### src/rtl/millennium_pkg.sv
// Constants and types shared by the year counter and the year BCD loader.
package millennium_pkg;

  localparam int unsigned YEAR_MIN   = 2025;
  localparam int unsigned YEAR_MAX   = 2999;
  localparam int unsigned YEAR_RESET = 2025;
  localparam logic [15:0] YEAR_RESET_BCD = 16'h2025;

  typedef logic [3:0] bcd_t;

  typedef enum logic [2:0] {
    IDLE,
    EDIT,
    CONV,
    CHECK,
    LOAD
  } state_t;

  // acc*10 + digit; 14 bits are needed because 9999 does not fit in 12
  function automatic logic [13:0] mul10_add(input logic [13:0] a, input bcd_t d);
    return (a << 3) + (a << 1) + {10'd0, d};
  endfunction

endpackage

### src/rtl/bcd_digit_editor.sv
// One editable BCD digit: parallel load, wrap-around increment and decrement.
module bcd_digit_editor
  import millennium_pkg::*;
#(
  parameter bcd_t RST_VAL = 4'd0
) (
  input  logic       clk,
  input  logic       rstn,
  input  logic       load,
  input  logic [3:0] load_val,
  input  logic       inc_en,
  input  logic       dec_en,
  output logic [3:0] digit
);

  always_ff @(posedge clk or negedge rstn) begin
    if (!rstn) begin
      digit <= RST_VAL;
    end else if (load) begin
      digit <= load_val;
    end else if (inc_en && !dec_en) begin
      digit <= (digit == 4'd9) ? 4'd0 : digit + 4'd1;
    end else if (dec_en && !inc_en) begin
      digit <= (digit == 4'd0) ? 4'd9 : digit - 4'd1;
    end
  end

endmodule

### src/rtl/year_bcd_loader.sv
// Lets the user edit the year as four BCD digits, converts to binary, range
// checks it and offers it to the year counter with a valid/ready handshake.
//
// state | meaning
// IDLE  | waiting for start_edit, digits hold
// EDIT  | user adjusts the selected digit
// CONV  | four acc = acc*10 + digit steps, thousands first
// CHECK | range check of the converted year
// LOAD  | year_out offered, waiting for load_ready
module year_bcd_loader
  import millennium_pkg::*;
(
  input  logic        clk,
  input  logic        rstn,
  input  logic [3:0]  cur_thousands,
  input  logic [3:0]  cur_hundreds,
  input  logic [3:0]  cur_tens,
  input  logic [3:0]  cur_units,
  input  logic        start_edit,
  input  logic        next_digit,
  input  logic        inc,
  input  logic        dec,
  input  logic        confirm,
  input  logic        abort,
  input  logic        load_ready,
  output logic [11:0] year_out,
  output logic        load_valid,
  output logic [3:0]  edit_d3,
  output logic [3:0]  edit_d2,
  output logic [3:0]  edit_d1,
  output logic [3:0]  edit_d0,
  output logic [1:0]  digit_sel,
  output logic        editing,
  output logic        err
);

  state_t      state, next_state;
  logic [13:0] acc;
  logic [1:0]  step;
  logic [1:0]  sel;
  logic [11:0] year_q;
  logic        err_q;
  bcd_t        digits   [4];
  bcd_t        cur      [4];
  logic        in_range;
  logic        edit_ok, sel_adv, digit_op, load_digits;

  assign cur[3] = cur_thousands;
  assign cur[2] = cur_hundreds;
  assign cur[1] = cur_tens;
  assign cur[0] = cur_units;

  assign in_range    = (acc >= 14'(YEAR_MIN)) && (acc <= 14'(YEAR_MAX));
  assign load_digits = (state == IDLE) && start_edit;
  assign edit_ok     = (state == EDIT) && !abort && !confirm;
  assign sel_adv     = edit_ok && next_digit;
  assign digit_op    = edit_ok && !next_digit;

  for (genvar i = 0; i < 4; i++) begin : g_digit
    bcd_digit_editor #(
      .RST_VAL(YEAR_RESET_BCD[4*i +: 4])
    ) u_digit (
      .clk     (clk),
      .rstn    (rstn),
      .load    (load_digits),
      .load_val(cur[i]),
      .inc_en  (digit_op && inc && (sel == 2'(i))),
      .dec_en  (digit_op && dec && (sel == 2'(i))),
      .digit   (digits[i])
    );
  end

  always_ff @(posedge clk or negedge rstn) begin
    if (!rstn) begin
      state <= IDLE;
    end else begin
      state <= next_state;
    end
  end

  always_comb begin
    next_state = state;
    load_valid = 1'b0;
    editing    = 1'b0;
    case (state)
      IDLE:  if (start_edit) next_state = EDIT;
      EDIT: begin
        editing = 1'b1;
        if (abort)        next_state = IDLE;
        else if (confirm) next_state = CONV;
      end
      CONV:  if (step == 2'd3) next_state = CHECK;
      CHECK: next_state = in_range ? LOAD : EDIT;
      LOAD: begin
        load_valid = 1'b1;
        if (load_ready) next_state = IDLE;
      end
      default: next_state = IDLE;
    endcase
  end

  always_ff @(posedge clk or negedge rstn) begin
    if (!rstn) begin
      acc    <= '0;
      step   <= '0;
      sel    <= 2'd3;
      year_q <= 12'(YEAR_RESET);
      err_q  <= 1'b0;
    end else begin
      err_q <= (state == CHECK) && !in_range;
      if (load_digits) sel <= 2'd3;
      if (sel_adv) sel <= sel - 2'd1;
      if (edit_ok == 1'b0 && state == EDIT && !abort) begin
        acc  <= '0;
        step <= '0;
      end
      if (state == CONV) begin
        acc  <= mul10_add(acc, digits[~step]);
        step <= step + 2'd1;
      end
      if (state == CHECK) begin
        if (in_range) year_q <= acc[11:0];
        else          sel    <= 2'd3;
      end
    end
  end

  assign year_out  = year_q;
  assign err       = err_q;
  assign digit_sel = sel;
  assign edit_d3   = digits[3];
  assign edit_d2   = digits[2];
  assign edit_d1   = digits[1];
  assign edit_d0   = digits[0];

endmodule

### config.mk
export PLATFORM = sky130hd
export DESIGN_NAME = year_bcd_loader
export DESIGN_NICKNAME = d
export VERILOG_FILES = /design/src/rtl/millennium_pkg.sv /design/src/rtl/bcd_digit_editor.sv /design/src/rtl/year_bcd_loader.sv
export SDC_FILE = /design/constraint.sdc
export NUM_CORES = 1
export LEC_CHECK = 0
export CORE_MARGIN = 3
export CORE_UTILIZATION = 58
export CTS_CLUSTER_SIZE = 24
export DETAILED_ROUTE_END_ITERATION = 10
export PLACE_DENSITY_LB_ADDON = 0.2
export REMOVE_ABC_BUFFERS = 1
export SLEW_MARGIN = 30
export SYNTH_ARGS = -nofsm -noshare
export SYNTH_HDL_FRONTEND = slang
export SYNTH_SLANG_ARGS = --single-unit
### constraint.sdc
create_clock -name clk -period 4.8 [get_ports clk]
set_input_delay 0.48 -clock clk [delete_from_list [all_inputs] [get_ports clk]]
set_output_delay 0.48 -clock clk [all_outputs]
set_load 0.03 [all_outputs]
## Word level (Yosys, flattened, before mapping)

Cells that the tools add are included.

- Register bits: 50
- Bits of input ports: 25
- Output and inout bits: 33
- Word-level logic and storage cells: 136

- Add/subtract/negate cells: 12
- Order comparisons: 3
- Eq/ne operators: 16
- Muxes and demuxes: 40
- Bitwise logic cells: 3
- Reduce and logical (&&, ||, !) cells: 52

Operators with widths:

| operator | number |
|---|---|
| 4-bit two-way mux | 22 |
| 14-bit two-way mux | 2 |
| 1-bit logical AND | 27 |
| 3-bit two-way mux | 6 |
| 4-bit by 1-bit adder with 4-bit output, second input constant | 4 |
| 4-bit == test, second input constant | 4 |
| 4-bit zero test | 4 |
| 4-bit by 1-bit subtractor with 4-bit output, second input constant | 4 |
| 3-bit one-hot mux with 5 select lines | 1 |
| 14-bit adder | 1 |
| 14-bit by 4-bit adder with 14-bit output | 1 |
| 14-bit by 11-bit >= comparator with 1-bit output, second input constant | 1 |
| 14-bit by 12-bit less-or-equal comparator with 1-bit output, second input constant | 1 |
| 1-bit zero test | 12 |
| 2-bit two-way mux | 6 |
| 3-bit nonzero test | 4 |
| 4-bit binary-select mux with 2-bit select | 1 |
| 2-bit == test, second input constant | 3 |
| 3-bit by 2-bit == test with 1-bit output, second input constant | 2 |
| 2-bit inequality test, second input constant | 3 |
| 4-bit AND reduction | 1 |
| 3-bit by 1-bit == test with 1-bit output, second input constant | 1 |
| 3-bit == test, second input constant | 1 |
| 3-bit >= comparator, second input constant | 1 |
| 12 further kinds | 13 |

## Longest topological paths before layout

Gate-level depths: netlist (run 1).

- Depth in word-level cells: 11
- Mapped depth: 12
- Mapped depth without buffers: 11

## Modules after synthesis

From an unflattened synthesis (run 1), not the netlist that was laid out.

- Cell total of the unflattened synthesis: 344
- Area, all modules: 3,464.6 sq um

Modules (own cells, without submodules):

| module | times used | cells an instance | area an instance (sq um) | seq. area each (sq um) |
|---|---|---|---|---|
| year_bcd_loader | 1 | 216 | 2,288.4 | 863.3 |
| bcd_digit_editor at g_digit[1].u_digit ... | 2 | 32 | 294.0 | 101.3 |
| bcd_digit_editor at g_digit[0].u_digit | 1 | 32 | 295.3 | 102.6 |
| bcd_digit_editor at g_digit[2].u_digit | 1 | 32 | 292.8 | 100.1 |

## Worst setup path after synthesis (run 1)

No wires, ideal clock.

- Kind: reg-to-reg
- From: register g_digit[1].u_digit.digit[2]
- To: register acc[10]
- Data arrival time: 3,085 ps
- Required time: 4,679 ps
- Setup slack: 1,594 ps
- Cell stages (with the launch flop): 12
- Cells stage by stage: dfrtp_1 -> clkbuf_1 -> mux4_2 -> ha_1 -> ha_1 -> fa_1 -> a21oi_1 -> o21ai_0 -> o21a_1 -> a311oi_1 -> xnor2_1 -> a22o_1

- Longest elaborated chain between the ends: 5

RTL lines:

| item | line | text |
|---|---|---|
| from (decl) | bcd_digit_editor.sv:13 | `output logic [3:0] digit` |
| from (signal assigned) | bcd_digit_editor.sv:20 | `digit <= load_val;` |
| from (signal assigned) | bcd_digit_editor.sv:22 | `digit <= (digit == 4'd9) ? 4'd0 : digit + 4'd1;` |
| from (signal assigned) | bcd_digit_editor.sv:24 | `digit <= (digit == 4'd0) ? 4'd9 : digit - 4'd1;` |
| 4-bit binary-select mux with 2-bit select | year_bcd_loader.sv:118 | `acc <= mul10_add(acc, digits[~step]);` |
| 4-bit two-way mux (not written as such) (2 in a row) | year_bcd_loader.sv:118 |  |
| 14-bit by 4-bit adder with 14-bit output | millennium_pkg.sv:21 | `return (a << 3) + (a << 1) + {10'd0, d};` |
| 14-bit two-way mux | year_bcd_loader.sv:117 | `if (state == CONV) begin` |
| to (signal assigned) | year_bcd_loader.sv:118 |  |
| to (decl) | year_bcd_loader.sv:38 | `logic [13:0] acc;` |

No other way between the ends. The select of a mux whose other input is x is not followed.
A chain may end at the register's enable or synchronous reset.

## Worst setup path after layout (run 1)

- From: register step[0]
- To: register acc[10]

- Longest elaborated chain between the ends: 7

RTL lines:

| item | line | text |
|---|---|---|
| from (decl) | year_bcd_loader.sv:39 | `logic [1:0] step;` |
| from (signal assigned) | year_bcd_loader.sv:119 | `step <= step + 2'd1;` |
| 2-bit NOT | year_bcd_loader.sv:118 |  |
| 2-bit NOT with 3-bit output | year_bcd_loader.sv:118 |  |
| 4-bit binary-select mux with 2-bit select | year_bcd_loader.sv:118 |  |
| 4-bit two-way mux (not written as such) (2 in a row) | year_bcd_loader.sv:118 |  |
| 14-bit by 4-bit adder with 14-bit output | millennium_pkg.sv:21 |  |
| 14-bit two-way mux | year_bcd_loader.sv:117 |  |

No other way between the ends. The select of a mux whose other input is x is not followed.

==> results of run 1 <==
[state kept, by name, summed over array words and instances (netlist names)]
signal and flops:
acc 14, state 3, err 1, g_digit.u_digit.digit 16, step 2, year_out 12
digit_sel 2
[logic make-up after synthesis]
group           Yosys count  share of synthesized area
fa+ha+maj                30                     0.1099
buf+inv                  38                    0.04472
flops                    50                     0.3570
xor+xnor                 17                    0.04190
simple gates            112                     0.1658
compound gates          112                     0.2081
mux                      19                    0.07254
[synthesized netlist by cell type, types with 4 or more instances]
master    count
a211oi_1      7
a21o_1        4
a21oi_1      24
a221oi_1      4
a22o_1       10
a311oi_1      4
and3_1        4
buf_2         4
clkbuf_1     18
dfrtp_1      36
dfstp_2      14
ha_1         28
inv_1        14
mux2_2       14
mux4_2        4
nand2_1      33
nand2b_1      5
nand3_1      10
nor2_1       22
nor2b_1       6
nor3_1       12
o211ai_1      4
o21a_1        4
o21ai_0      25
o21ai_1       9
or3_1         4
xnor2_1      13
xor2_1        4
[area by class of cell]
cell class | count | area, um2
Multi-Input combinational cell | 290 | 2135
Tap cell | 72 | 90.09
Fill cell | 429 | 1491
Sequential cell | 50 | 1269
Clock buffer | 7 | 86.33
Inverter | 14 | 52.55
Clock inverter | 1 | 5.005
Timing Repair Buffer | 59 | 580.6
[power by group]
group / internal, mW / total, mW / switching [mW]
sequential: 0.613 / 0.924 / 0.311
clock: 0.117 / 0.259 / 0.142
combinational: 0.712 / 1.52 / 0.811
total: 1.44 / 2.71 / 1.26
[per-layer routing]
layer  share of wire  GRT usage  vias to the layer above
met2            0.45     0.3637                      104
met4           0.017    0.07895                        0
met5               0          0                        -
met3           0.067    0.03827                       15
met1            0.47     0.3371                     1394
li1                -          -                     1476
[metrics by stage]
step	hold slack, ns	cells	instance area (um2)
floorplan	0.1844	354	3447
global placement	0.4929	485	4124
detailed placement	0.5054	485	4124
CTS	0.2963	493	4215
global route	0.3388	493	4218
finish	0.2622	493	4218
[worst min path at each step]
| stage | endpoint | slack (ns) |
|---|---|---|
| after floorplan | acc[0]$_DFFE_PN0P_ | 0.18 |
| after global placement | year_out[4]$_DFFE_PN0P_ | 0.49 |
| after detailed placement | year_out[2]$_DFFE_PN0P_ | 0.51 |
| after CTS | err$_DFF_PN0_ | 0.30 |
| after global routing | acc[10]$_DFFE_PN0P_ | 0.34 |
| final | acc[7]$_DFFE_PN0P_ | 0.26 |
==> flow_summary.ini, run 1 <==
[timing]
fmax_mhz = 305.3
tns_ns = 0
max-slew-margin-rel = 0.4052
fin_skew_ns = 0.007987
worst_slack_ns = 1.524
fin_crit_ns = 3.276
setup_viol = 0
rsz0062_at_grt = false
finalCritPeriodShare = 0.6825
slew_viol_final = 0
hold_viol_final = 0
tightest_slew_ns = 0.8856

[critical_path]
crit_top_cell = ha_1
path_buf_inv = 0
critPathSlowestCell = mux4_2
slowest_delay_ns = 0.56
regToRegEndpoint = acc[10]$_DFFE_PN0P_
endpoint = acc[10]$_DFFE_PN0P_
worst_ep_arrival_time_ns = 3.48
worstSetupPathType = reg2reg
worstPathMaxFanout = 6
crit_start = step[0]$_DFFE_PN0P_
cp.depth = 10
cp_cell_sequence = mux4_2 > ha_1 > ha_1 > fa_1 > a21oi_1 > o21ai_0 > o21a_1 > a311oi_1 > xnor2_1 > a22o_1
end_kind = flop
cp-start-kind = flop
r2r_start = step[0]$_DFFE_PN0P_
reg2regPathDepth = 10
crit_family = compound AO/OA/AOI/OAI gates
rrSetupSlack_ns = 1.52
worstPathRequired_ns = 5.01

[layout]
areaGrowthSynthToFinish_pct = 18.70
layout_commonest_cell = clkdlybuf4s50_1
final_cell_mix = clkdlybuf4s50_1, dfrtp_1, nand2_1
drive_gt1_frac = 0.1164
antenna_cells = 0
fin_util = 0.7388
nets = 475

[route]
wl_per_cell_um = 16.50
drtIter0Drc = 210
vias_per_cell = 6.063
finalWirelength_um = 8136
drc_errors = 0
vias = 2989
detail-route-antenna-nets = 0
dr.pass1.iters = 5

[clock_network]
htreeDepth = 2
cts.sinks = 50
clockBufferDepth = 2
cts_resized = 0
path_clk_slew_ns = 0.09
tritoncts = yes
cts.root.buffer_cell = clkbuf_8
hold_buffers = 0
cts_setup_buffers = 0
cts_buffers = 5
clkLatencyLatePin_ns = 0.31

[grt]
grtUsageTotal = 0.2355
grt-ovfl-total = 0
antenna_found_initial = 0
grt_max_degree = 51
grt_pass1_wl_um = 13920
grt_pass1_vias = 2960

[synthesis]
synth_flop_cell = dfrtp_1
yosys_warnings = 0
ys_seq_area_frac = 0.3570
syn_area_um2 = 3553
avgSynthCellArea_um2 = 9.401
synth.area.top_cells = dfrtp_1, dfstp_2, ha_1
syn_inst = 378
synthArstFlopShare = 1.000
yosys_register_bits = 50
yosys.area.top_type = dfrtp_1
synth.top_cell.area_share = 0.2535
synth_edf_count = 0
synth.distinct_cells = 53

[power_and_ir_drop]
power_density_nw_per_um2 = 641.6
p_leak_nw = 1.794
irDropWorstVdd_mv = 0.3711
power_mw = 2.706

[status]
outcome = completed

[die]
start_util = 0.6224
dieArea_um2 = 7101
dieWidth_um = 84.27
ioPinCount = 58
rows = 27
die_h_um = 84.27
core_um2 = 5709

[placed_design]
dp_hpwl_um = 5885
dp_worst_setup_slack_ns = 1.541
routabilityCongestion = 0.8532
io_buffers = 57

[hold_path]
hold_class = in2async

[job]
cap_violations = 0
Power figures use the tool's default switching activity.
==> run 2: changes to the inputs <==
--- a/config.mk
+++ b/config.mk
@@ -6,7 +6,7 @@
 export NUM_CORES = 1
 export LEC_CHECK = 0
 export CORE_MARGIN = 3
-export CORE_UTILIZATION = 58
+export CORE_UTILIZATION = 49
 export CTS_CLUSTER_SIZE = 24
 export DETAILED_ROUTE_END_ITERATION = 10
 export PLACE_DENSITY_LB_ADDON = 0.2
==> constraint.sdc (replaced) <==
create_clock -name clk -period 2.81 [get_ports clk]
set_input_delay 0.281 -clock clk [delete_from_list [all_inputs] [get_ports clk]]
set_output_delay 0.281 -clock clk [all_outputs]
set_load 0.03 [all_outputs]
==> run 2 against run 1 <==
The run now ends with setup timing left. Fmax up 8.5%. Core utilization fell by 7.4 points. Sequential share of layout area fell by 2.4 points. Critical path type unchanged. Largest cell class unchanged. Highest routed layer unchanged.
==> flow_summary.ini, run 2 (same netlist as run 1, synthesis figures left out) <==
[status]
outcome = finished, violations left
violations = setup timing

[die]
rows = 30
start_util = 0.5145
core_um2 = 6907
dieWidth_um = 91.16
dieArea_um2 = 8309
ioPinCount = 58
die_h_um = 91.16

[layout]
fin_util = 0.6650
final_cell_mix = clkdlybuf4s50_1, dfrtp_1, nand2_1
multi_input_area_um2 = 2232
areaGrowthSynthToFinish_pct = 29.26
layout_commonest_cell = clkdlybuf4s50_1
fin_cells = 549
design_area_um2 = 4593
n_fill_cell = 565
drive_gt1_frac = 0.2119
regArea_um2 = 1270
antenna_cells = 0
regMostFlops = g_digit.u_digit.digit
largest_reg_flops = 16
nets = 507

[timing]
worst_slack_ns = -0.2087
fin_skew_ns = 0.007751
fin_crit_ns = 3.019
finalCritPeriodShare = 1.074
max-slew-margin-rel = 0.4049
hold_viol_final = 0
whs_ns = 0.4578
slew_viol_final = 0
setup_viol = 6
rsz0062_at_grt = true
fmax_mhz = 331.3
tightest_slew_ns = 0.8860

[clock_network]
cts.root.buffer_cell = clkbuf_8
tritoncts = yes
htreeDepth = 2
clockBufferDepth = 2
clkLatencyLatePin_ns = 0.31
cts_buffers = 5
path_clk_slew_ns = 0.09
cts.sinks = 50

[power_and_ir_drop]
power_density_nw_per_um2 = 1116
irDropWorstVdd_mv = 0.5293
power_mw = 5.127
p_leak_nw = 1.965

[critical_path]
reg2regPathDepth = 11
slowest_delay_ns = 0.52
rrSetupSlack_ns = -0.21
worstPathMaxFanout = 4
cp-start-kind = flop
worstSetupPathType = reg2reg
crit_start = step[0]$_DFFE_PN0P_
critPathSlowestCell = mux4_2
worstPathRequired_ns = 3.01
endpoint = acc[9]$_DFFE_PN0P_
crit_top_cell = inv_2
regToRegEndpoint = acc[9]$_DFFE_PN0P_
worst_ep_arrival_time_ns = 3.22
r2r_start = step[0]$_DFFE_PN0P_
cp_cell_sequence = mux4_2 > inv_2 > fa_1 > inv_2 > ha_4 > a21o_1 > nand4_1 > a21boi_2 > o21a_1 > or3_1 > a32o_1
end_kind = flop

[grt]
grt-ovfl-total = 0
grt_pass1_vias = 3099
grt_pass1_wl_um = 15190
grt_max_degree = 32
antenna_found_initial = 0
grtUsageTotal = 0.2235

[route]
drc_errors = 0
drt-met1-wl_um = 4286
dr.pass1.iters = 4
detail-route-antenna-nets = 0
finalWirelength_um = 9262
routed.top_layer = met4
wl_met3_um = 438
vias_per_cell = 5.860
drtIter0Drc = 220
wl_per_cell_um = 16.87
met2WireLength_um = 4399
vias = 3217

[placed_design]
dp_hpwl_um = 6541
dpl.cell_count = 537
routabilityCongestion = 0.8216
io_buffers = 57
placed_cell_area_um2 = 4364

[job]
cap_violations = 0

[hold_path]
hold_class = in2async
[run 2: cell types whose count changed in the layout (fill, tap and decap cells not counted), sizes merged]
| cell | before | now |
|---|---|---|
| buf | 3 | 34 |
| dlygate4sd3 | 0 | 1 |
[run 2: layer usage]
layer  GRT usage  vias to the layer above
met1      0.3159                     1580
met3     0.02900                       11
met5           0                        -
met4     0.06658                        0
li1            -                     1535
met2      0.3581                       91
[run 2: through the flow]
step	setup TNS (ns)	setup WS, ns
floorplan	-1.042	-0.2891
global placement	-0.9021	-0.2203
detailed placement	-1.362	-0.3138
CTS	-0.3613	-0.1337
global route	-1.330	-0.2943
finish	-0.7950	-0.2087
[run 2: final cells by class]
| class | count | area share |
|---|---|---|
| Clock inverter | 1 | 0.001090 |
| Sequential cell | 50 | 0.2765 |
| Timing Repair Buffer | 91 | 0.1801 |
| Tap cell | 96 | 0.02615 |
| Clock buffer | 7 | 0.01880 |
| Multi-Input combinational cell | 290 | 0.4860 |
| Inverter | 14 | 0.01144 |
[run 2: timing repair]
| action | CTS | global route |
|---|---|---|
| gates resized for setup | 17 | 6 |
| buffers inserted | 2 | 2 |
| setup endpoints to repair | 6 | 7 |
| pin swaps | 12 | 6 |
| endpoints found under the hold margin | 12 | 0 |
| hold buffers | 1 | 0 |
[run 2: critical path, delay by kind of cell (launching register included)]
family,cells,cell delay [ns]
AOI/OAI and AO/OA,4,0.67
adders and majority gates,2,0.65
buffers and inverters,2,0.20
DFF,1,0.41
muxes,1,0.52
and+or+nand+nor,2,0.44
[run 2: worst min path at each step]
stage                                 from                                      end  slack (ns)  cells after the start
after floorplan                       rstn                       acc[0]$_DFFE_PN0P_       -0.01                      0
after global placement                rstn                      acc[10]$_DFFE_PN0P_        0.25                      1
after detailed placement              rstn                      acc[10]$_DFFE_PN0P_        0.25                      1
after CTS                             rstn                       acc[8]$_DFFE_PN0P_        0.46                      2
after global routing      cur_thousands[1]  g_digit[3].u_digit.digit[1]$_DFFE_PN1P_        0.48                      3
final                                 rstn                      acc[10]$_DFFE_PN0P_        0.46                      2
[run 2: report_power, final]
part	internal [mW]	total [mW]	leakage, nW	switching, mW
combinational	1.51	3.30	1.31	1.79
sequential	1.05	1.39	0.606	0.338
clock	0.199	0.439	0.0482	0.240
total	2.75	5.13	1.96	2.37
==> run 3: changes to the inputs <==
--- a/config.mk
+++ b/config.mk
@@ -6,7 +6,7 @@
 export NUM_CORES = 1
 export LEC_CHECK = 0
 export CORE_MARGIN = 3
-export CORE_UTILIZATION = 49
+export CORE_UTILIZATION = 54
 export CTS_CLUSTER_SIZE = 24
 export DETAILED_ROUTE_END_ITERATION = 10
 export PLACE_DENSITY_LB_ADDON = 0.2
==> constraint.sdc (replaced) <==
create_clock -name clk -period 2.94 [get_ports clk]
set_input_delay 0.294 -clock clk [delete_from_list [all_inputs] [get_ports clk]]
set_output_delay 0.294 -clock clk [all_outputs]
set_load 0.03 [all_outputs]
==> run 3 against run 2 <==
The flow finishes with violations (hold timing, setup timing). Register-to-register slack gained 0.13 ns. Non-clock buffer count grew 1. Worst hold slack lost 0.46 ns. Combinational power shrank 5%. Largest cell class unchanged. Routed wire length shrank 2.1%. Global-route usage grew 2.0 points.
==> flow_summary.ini, run 3 (same netlist as run 1, synthesis figures left out) <==
[timing]
finalCritPeriodShare = 1.027
fmax_mhz = 331.1
rsz0062_at_grt = true
tightest_slew_ns = 0.6223
whs_ns = -0.001242
slew_viol_final = 0
fin_crit_ns = 3.020
fin_skew_ns = 0.008729
hold_viol_final = 3
tns_ns = -0.2493
worst_slack_ns = -0.08007
max-slew-margin-rel = 0.5852
setup_viol = 4

[grt]
grt-ovfl-total = 0
antenna_found_initial = 0
grtUsageTotal = 0.2436
grt_max_degree = 51
grt_pass1_vias = 3079
grt_pass1_wl_um = 14550

[critical_path]
critPathSlowestCell = mux4_2
reg2regPathDepth = 11
r2r_start = step[0]$_DFFE_PN0P_
worstPathMaxFanout = 3
regToRegEndpoint = acc[10]$_DFFE_PN0P_
rrSetupSlack_ns = -0.08
endpoint = acc[10]$_DFFE_PN0P_
cp_cell_sequence = buf_4 > mux4_2 > ha_4 > ha_4 > fa_2 > a21oi_2 > o21ai_2 > o21a_1 > a311oi_2 > xnor2_1 > a22o_1
crit_start = step[0]$_DFFE_PN0P_
worstSetupPathType = reg2reg
cp-start-kind = flop
crit_top_cell = ha_4
slowest_delay_ns = 0.52
end_kind = flop
worst_ep_arrival_time_ns = 3.22
worstPathRequired_ns = 3.14

[job]
cap_violations = 0

[layout]
design_area_um2 = 4567
layout_commonest_cell = clkdlybuf4s50_1
largest_reg_flops = 16
drive_gt1_frac = 0.2115
fin_cells = 529
areaGrowthSynthToFinish_pct = 28.52
final_cell_mix = clkdlybuf4s50_1, dfrtp_1, buf_4
antenna_cells = 0
nets = 508
regMostFlops = g_digit.u_digit.digit

[placed_design]
routabilityCongestion = 0.8739
dpl.cell_count = 512
dp_hpwl_um = 6303
io_buffers = 57
placed_cell_area_um2 = 4310

[route]
vias_per_cell = 6.240
drc_errors = 0
dr.pass1.iters = 7
drtIter0Drc = 274
vias = 3301
detail-route-antenna-nets = 0
finalWirelength_um = 9070
wl_per_cell_um = 17.15

[die]
core_um2 = 6131
rows = 28
ioPinCount = 58
die_h_um = 87.12
dieArea_um2 = 7590
dieWidth_um = 87.12
start_util = 0.5796

[hold_path]
hold_class = in2async

[status]
violations = hold timing, setup timing
outcome = finished, violations left

[clock_network]
cts.root.buffer_cell = clkbuf_8
clockBufferDepth = 2
path_clk_slew_ns = 0.09
htreeDepth = 2
clkLatencyLatePin_ns = 0.31
tritoncts = yes
cts.sinks = 50
cts_buffers = 5
hold_buffers = 0

[power_and_ir_drop]
p_leak_nw = 1.961
irDropWorstVdd_mv = 0.6033
power_mw = 4.870
power_density_nw_per_um2 = 1066
-- run 3: cell count changes in the layout (fill, tap and decap cells not counted), sizes merged --
cell and change:
clkbuf +1, clkinv -1, buf +2, dlygate4sd3 -1
-- run 3: worst max-delay path, delay by kind of cell (launching register included) --
family,cells,cell delay (ns)
DFF,1,0.41
xor gates and xnor gates,1,0.11
muxes,1,0.52
buffers and inverters,1,0.12
AOI/OAI and AO/OA,5,0.96
adders and majority gates,3,0.80
-- run 3: worst min-delay path by stage --
stage / startpoint / to / cells after the start
final: rstn / state[0]$_DFFE_PN0P_ / 1
after global routing: rstn / state[0]$_DFFE_PN0P_ / 1
after CTS: rstn / state[0]$_DFFE_PN0P_ / 1
after detailed placement: rstn / year_out[11]$_DFFE_PN0P_ / 1
after global placement: year_out[11]$_DFFE_PN0P_ / year_out[11]$_DFFE_PN0P_ / 1
after floorplan: rstn / acc[0]$_DFFE_PN0P_ / 0
-- run 3: area by class of cell --
class / instances / area (um2)
flip-flops and latches: 50 / 1270
fillers: 428 / 1564
well taps: 75 / 93.84
inverters: 14 / 52.55
repair buffers: 92 / 834.6
clock buffers: 8 / 80.08
multi-input cells: 290 / 2236
-- run 3: metal layers --
metal	wire, um	vias up	global-route usage
li1	-	1549	-
met1	3954	1587	0.3400
met2	4293	136	0.3844
met3	615	29	0.04163
met4	207	0	0.08229
met5	0	-	0
-- run 3: metrics by stage --
step / utilization / setup slack [ns]
after floorplan: - / -0.1591
after global placement: 0.7027 / -0.1007
after detailed placement: 0.7031 / -0.2490
after CTS: 0.7294 / -0.03851
after global routing: 0.7449 / -0.1705
final: 0.7449 / -0.08007
-- run 3: what timing repair did --
| item | CTS | global route |
|---|---|---|
| endpoints found under the setup margin | 5 | 7 |
| resized for setup | 11 | 12 |
| buffers inserted | 6 | 4 |
| pin swaps | 6 | 14 |
-- run 3: where the power goes --
group | total, mW | leakage, nW | internal (mW) | switching, mW
combinational | 3.14 | 1.32 | 1.46 | 1.68
clock | 0.390 | 0.0395 | 0.170 | 0.220
sequential | 1.34 | 0.606 | 1.00 | 0.338
